$ cat src/rtl/prog_loader.sv
// prog_loader: loads a program into instruction memory from a byte stream.
//
// Stream: LEN_LO, LEN_HI (N words), N x 4 bytes little-endian, 1 checksum byte.
// The checksum is the mod-256 sum of the 4N word bytes. The core is held in
// reset (cpu_reset=1) except after a load that ended with a good checksum.
//
// Ports:
//   clk, reset            clock, synchronous active-low reset
//   start                 pulse to begin a load (ignored while busy)
//   rx_valid/rx_data      byte source; rx_ready accepts a byte
//   imem_we/addr/wdata    one-cycle word write into instruction memory
//   cpu_reset             active-high core hold
//   busy, done, err       load status
module prog_loader #(
  parameter int DEPTH_WORDS = 64
) (
  input  logic        clk,
  input  logic        reset,
  input  logic        start,
  input  logic        rx_valid,
  input  logic [7:0]  rx_data,
  output logic        rx_ready,
  output logic        imem_we,
  output logic [31:0] imem_addr,
  output logic [31:0] imem_wdata,
  output logic        cpu_reset,
  output logic        busy,
  output logic        done,
  output logic        err
);

  typedef enum logic [2:0] {
    IDLE, LEN0, LEN1, DATA, WRITE, CSUM, DONE, ERR
  } state_t;

  localparam logic [16:0] DEPTH = 17'(DEPTH_WORDS);

  state_t      state;
  logic [7:0]  len_lo;
  logic [15:0] n_words;
  logic [15:0] k;
  logic [7:0]  sum;
  logic [1:0]  byte_cnt;
  logic [31:0] asm_q;

  logic        xfer;
  logic [16:0] len_full;
  logic [16:0] k_next;

  assign xfer     = rx_valid & rx_ready;
  assign len_full = {1'b0, rx_data, len_lo};
  assign k_next   = {1'b0, k} + 17'd1;

  // Status outputs are pure decodes of the state register, so they change
  // only on clock edges and never glitch.
  assign rx_ready  = (state == LEN0) || (state == LEN1) ||
                     (state == DATA) || (state == CSUM);
  assign busy      = (state == LEN0) || (state == LEN1) || (state == DATA) ||
                     (state == WRITE) || (state == CSUM);
  assign imem_we   = (state == WRITE);
  assign cpu_reset = (state != DONE);
  assign done      = (state == DONE);
  assign err       = (state == ERR);

  always_ff @(posedge clk) begin
    if (!reset) begin
      state      <= IDLE;
      len_lo     <= '0;
      n_words    <= '0;
      k          <= '0;
      sum        <= '0;
      byte_cnt   <= '0;
      asm_q      <= '0;
      imem_addr  <= '0;
      imem_wdata <= '0;
    end else begin
      case (state)
        IDLE, DONE, ERR: begin
          if (start) begin
            state    <= LEN0;
            k        <= '0;
            byte_cnt <= '0;
            sum      <= '0;
          end
        end
        LEN0: begin
          if (xfer) begin
            len_lo <= rx_data;
            state  <= LEN1;
          end
        end
        LEN1: begin
          if (xfer) begin
            n_words <= {rx_data, len_lo};
            if (len_full == 17'd0)    state <= CSUM;
            else if (len_full > DEPTH) state <= ERR;
            else                       state <= DATA;
          end
        end
        DATA: begin
          if (xfer) begin
            // Shift in from the top so the first byte ends up in [7:0].
            asm_q    <= {rx_data, asm_q[31:8]};
            sum      <= sum + rx_data;
            byte_cnt <= byte_cnt + 2'd1;
            if (byte_cnt == 2'd3) begin
              // Address/data are captured here so they hold outside WRITE.
              imem_addr  <= {14'd0, k, 2'b00};
              imem_wdata <= {rx_data, asm_q[31:8]};
              state      <= WRITE;
            end
          end
        end
        WRITE: begin
          k     <= k + 16'd1;
          state <= (k_next < {1'b0, n_words}) ? DATA : CSUM;
        end
        CSUM: begin
          if (xfer) state <= (rx_data == sum) ? DONE : ERR;
        end
        default: state <= IDLE;
      endcase
    end
  end

endmodule
$ cat config.mk
export PLATFORM = sky130hd
export DESIGN_NAME = prog_loader
export DESIGN_NICKNAME = d
export VERILOG_FILES = /design/src/rtl/prog_loader.sv
export SDC_FILE = /design/constraint.sdc
export NUM_CORES = 1
export LEC_CHECK = 0
export CAP_MARGIN = 40
export CORE_ASPECT_RATIO = 1.75
export CORE_MARGIN = 10
export CORE_UTILIZATION = 59
export CTS_CLUSTER_DIAMETER = 100
export DETAILED_ROUTE_END_ITERATION = 8
export GPL_ROUTABILITY_DRIVEN = 0
export GPL_TIMING_DRIVEN = 0
export PLACE_DENSITY_LB_ADDON = 0.25
export SLEW_MARGIN = 20
export SYNTH_ARGS = -nofsm -noshare
export SYNTH_HDL_FRONTEND = slang
export SYNTH_SLANG_ARGS = --single-unit
$ cat constraint.sdc
create_clock -name clk -period 7.7 [get_ports clk]
set_input_delay 1.54 -clock clk [delete_from_list [all_inputs] [get_ports clk]]
set_output_delay 1.54 -clock clk [all_outputs]
set_load 0.01 [all_outputs]
==> results_dict.tcl <==
set metrics [dict create \
    vias 5668 \
    ctsLongestPathBuffers 2 \
    drtAntennaViolNets 0 \
    fmax_ghz 0.270 \
    ys_types 62 \
    num_rows 48 \
    syn-mean-instance-area_um2 7.95 \
    area_delta_synth_final_pct 25.2 \
    ff2ff_setup_slack_ns 4.60 \
    dp_hpwl_mm 13.0 \
    fin_worst_skew_ns 0.00540 \
    critical_path_class "in2reg" \
    slew_headroom_pct 51.9 \
    syn_area_um2 6020 \
    yosys.cell_count.top_type "nand2_1" \
    dieWidth_um 96.4 \
    min_to "n_words[6]" \
    synth_compound_area_share_pct 17.6 \
    min_period_ns 3.71 \
    period_share_pct 48.2 \
    core_um2 9910 \
    ys_warn_count 0 \
    worst_setup_path_start_kind "primary input" \
    synth_common_cells "nand2_1, dfxtp_1, a21oi_1" \
    rsz0062_at_grt "no" \
    initial_core_util_pct 60.8 \
    cp.arrival_ns 4.05 \
    p_per_area_nw_per_um2 225 \
    min_path_cells 2 \
    root_buffer "clkbuf_16" \
    htreeDepth 4 \
    die_area_um2 14800 \
    critPathMaxFanout 7 \
    synth_xor_area_share_pct 3.05 \
    hold_start "n_words[6]" \
    reg2reg_depth 11 \
    netlist_instances 757 \
    fin_setup_tns_ns 0 \
    drt-initial-drc-count 370 \
    antenna_found_initial 0 \
    synth_seq_area_share_pct 41.6 \
    wl_per_cell_um 17.7 \
    holdCritPathClass "reg2reg" \
    path_clk_slew_ns 0.05 \
    async_flop_share_pct 0 \
    track_usage_pct 24.3 \
    io_buffers 63 \
    rr_startpoint "k[0]" \
    synth_seq_cells 125 \
    netlist.area_leader.share_pct 41.6 \
    worst_pin_slew_ns 0.716 \
    synth_top_area_cell "dfxtp_1" \
    numCtsBuffers 17 \
    nNetsFinal 892 \
    vias_per_cell 5.71 \
    synth_edf_count 0 \
    layout-drive-gt1-share_pct 9.11 \
    crit_required_ns 8.04 \
    hold_violations 0 \
    ir_worst_vdd_mv 0.178 \
    grt_overflow 0 \
    grt_max_degree 17 \
    synthTopCellsByArea "dfxtp_1, nand2_1, a21oi_1" \
    finish.utilization_pct 76.1 \
    synth-adder-area-share_pct 5.53 \
    grt_pass1_wl_mm 28.3 \
    dr.pass1.iters 7 \
    postCtsSetupBuffers 0 \
    worstSetupEndpointType "flip-flop" \
    ys.flop_type "dfxtp_1" \
    cts_sinks 125 \
    grt_pass1_vias 5808 \
    clock_latency_ns 0.42 \
    crit_start "rx_data[1]" \
    outcome "complete, no violations" \
    cts_hold_buffers 0 \
    ioPinCount 82 \
    maxCapViolations 0 \
    antenna_cells 0 \
    route.detailed.drc 0 \
    finalMaxSlewViolations 0 \
    cts-resized-gates 0 \
    die_y_um 154 \
    p_leak_nw 2.80 \
    finalSetupViolations 0 \
    synth_top_family_by_area "simple AND/OR/NAND/NOR gates" \
    cts_tree "built" \
    muxShareOfSynthArea_pct 0.166 \
    synthSimpleGateAreaFrac_pct 24.3 \
    wl_mm 17.5 \
    rr_endpoint "state[2]" \
]
[metal layers]
metal  wire length [um]  global-route usage [%]  vias to the layer above
met4               1120                    16.5                        0
met5                  0                       0                        -
met2               9580                    44.1                      244
li1                   -                       -                     2694
met3               1100                    5.80                       97
met1               5740                    22.6                     2633
[power breakdown]
| group | internal [mW] | switching [mW] | total [mW] | leakage (nW) |
|---|---|---|---|---|
| registers | 0.653 | 0.00519 | 0.659 | 1.01 |
| logic | 0.0450 | 0.0851 | 0.130 | 1.47 |
| clock network | 0.622 | 0.285 | 0.908 | 0.319 |
| total | 1.32 | 0.375 | 1.70 | 2.80 |
[layout make-up]
cell class                 count  area, um2
inverter                      21       78.8
tap                          125        156
sequential                   125       2500
clock inverter                11        213
fill                         721       2370
buffer                        62        389
multi-input combinational    564       3110
clock buffer                  21        460
timing repair buffer          63        631
[worst max-delay path by stage]
stage	to	slack [ns]	cells after the start
after floorplan	sum[7]	4.60	7
after global placement	sum[7]	3.66	8
after detailed placement	sum[7]	3.61	8
after CTS	sum[7]	4.02	8
after global routing	sum[7]	3.89	8
final	sum[7]	3.99	8
[cells by family (layout without fill, tap and decap cells)]
group,Yosys count,count (layout)
xor gates and xnor gates,21,21
and+or+nand+nor,328,328
other,1,16
adders and majority gates,26,26
DFF,125,125
AOI/OAI and AO/OA,172,172
buffers and inverters,83,178
muxes,1,1
[sequential cells by signal, summed over array words and instances, names as in the netlist]
| register | flops |
|---|---|
| k | 16 |
| imem_wdata | 32 |
| imem_addr | 16 |
| n_words | 16 |
| byte_cnt | 2 |
| asm_q | 24 |
| sum | 8 |
| len_lo | 8 |
| state | 3 |
[layout by cell type (no fill, tap or decap), types with 8 or more instances in the layout]
master           instances
nand2_1                225
and3_1                   8
xnor2_1                 14
nor2_1                  33
conb_1                  16
a21boi_0                43
buf_4                   17
inv_1                   20
a21oi_1                 82
ha_1                    25
clkbuf_16               18
o21ai_0                 13
clkbuf_1                27
buf_2                   12
clkdlybuf4s50_1         63
dfxtp_1                125
nand3_1                  9
[critical path: stages]
cell             delay, ns
clkdlybuf4s50_1       0.76
ha_1                  0.33
a21oi_1               0.19
o211ai_1              0.16
o41ai_1               0.34
xor2_1                0.15
or4_1                 0.43
a31oi_1               0.14
[metrics by stage]
stage	worst slack [ns]	std cells	power [mW]	cell area [um2]	hold WS (ns)
5_1_grt	3.89	992	1.74	7540	0.474
4_1_cts	4.02	992	1.70	7540	0.455
2_1_floorplan	4.60	772	0.754	6080	0.432
3_3_place_gp	3.66	960	0.794	6860	0.442
6_report	3.99	992	1.70	7540	0.454
3_5_place_dp	3.61	960	0.798	6860	0.448
(Power assumes the default switching activity.)
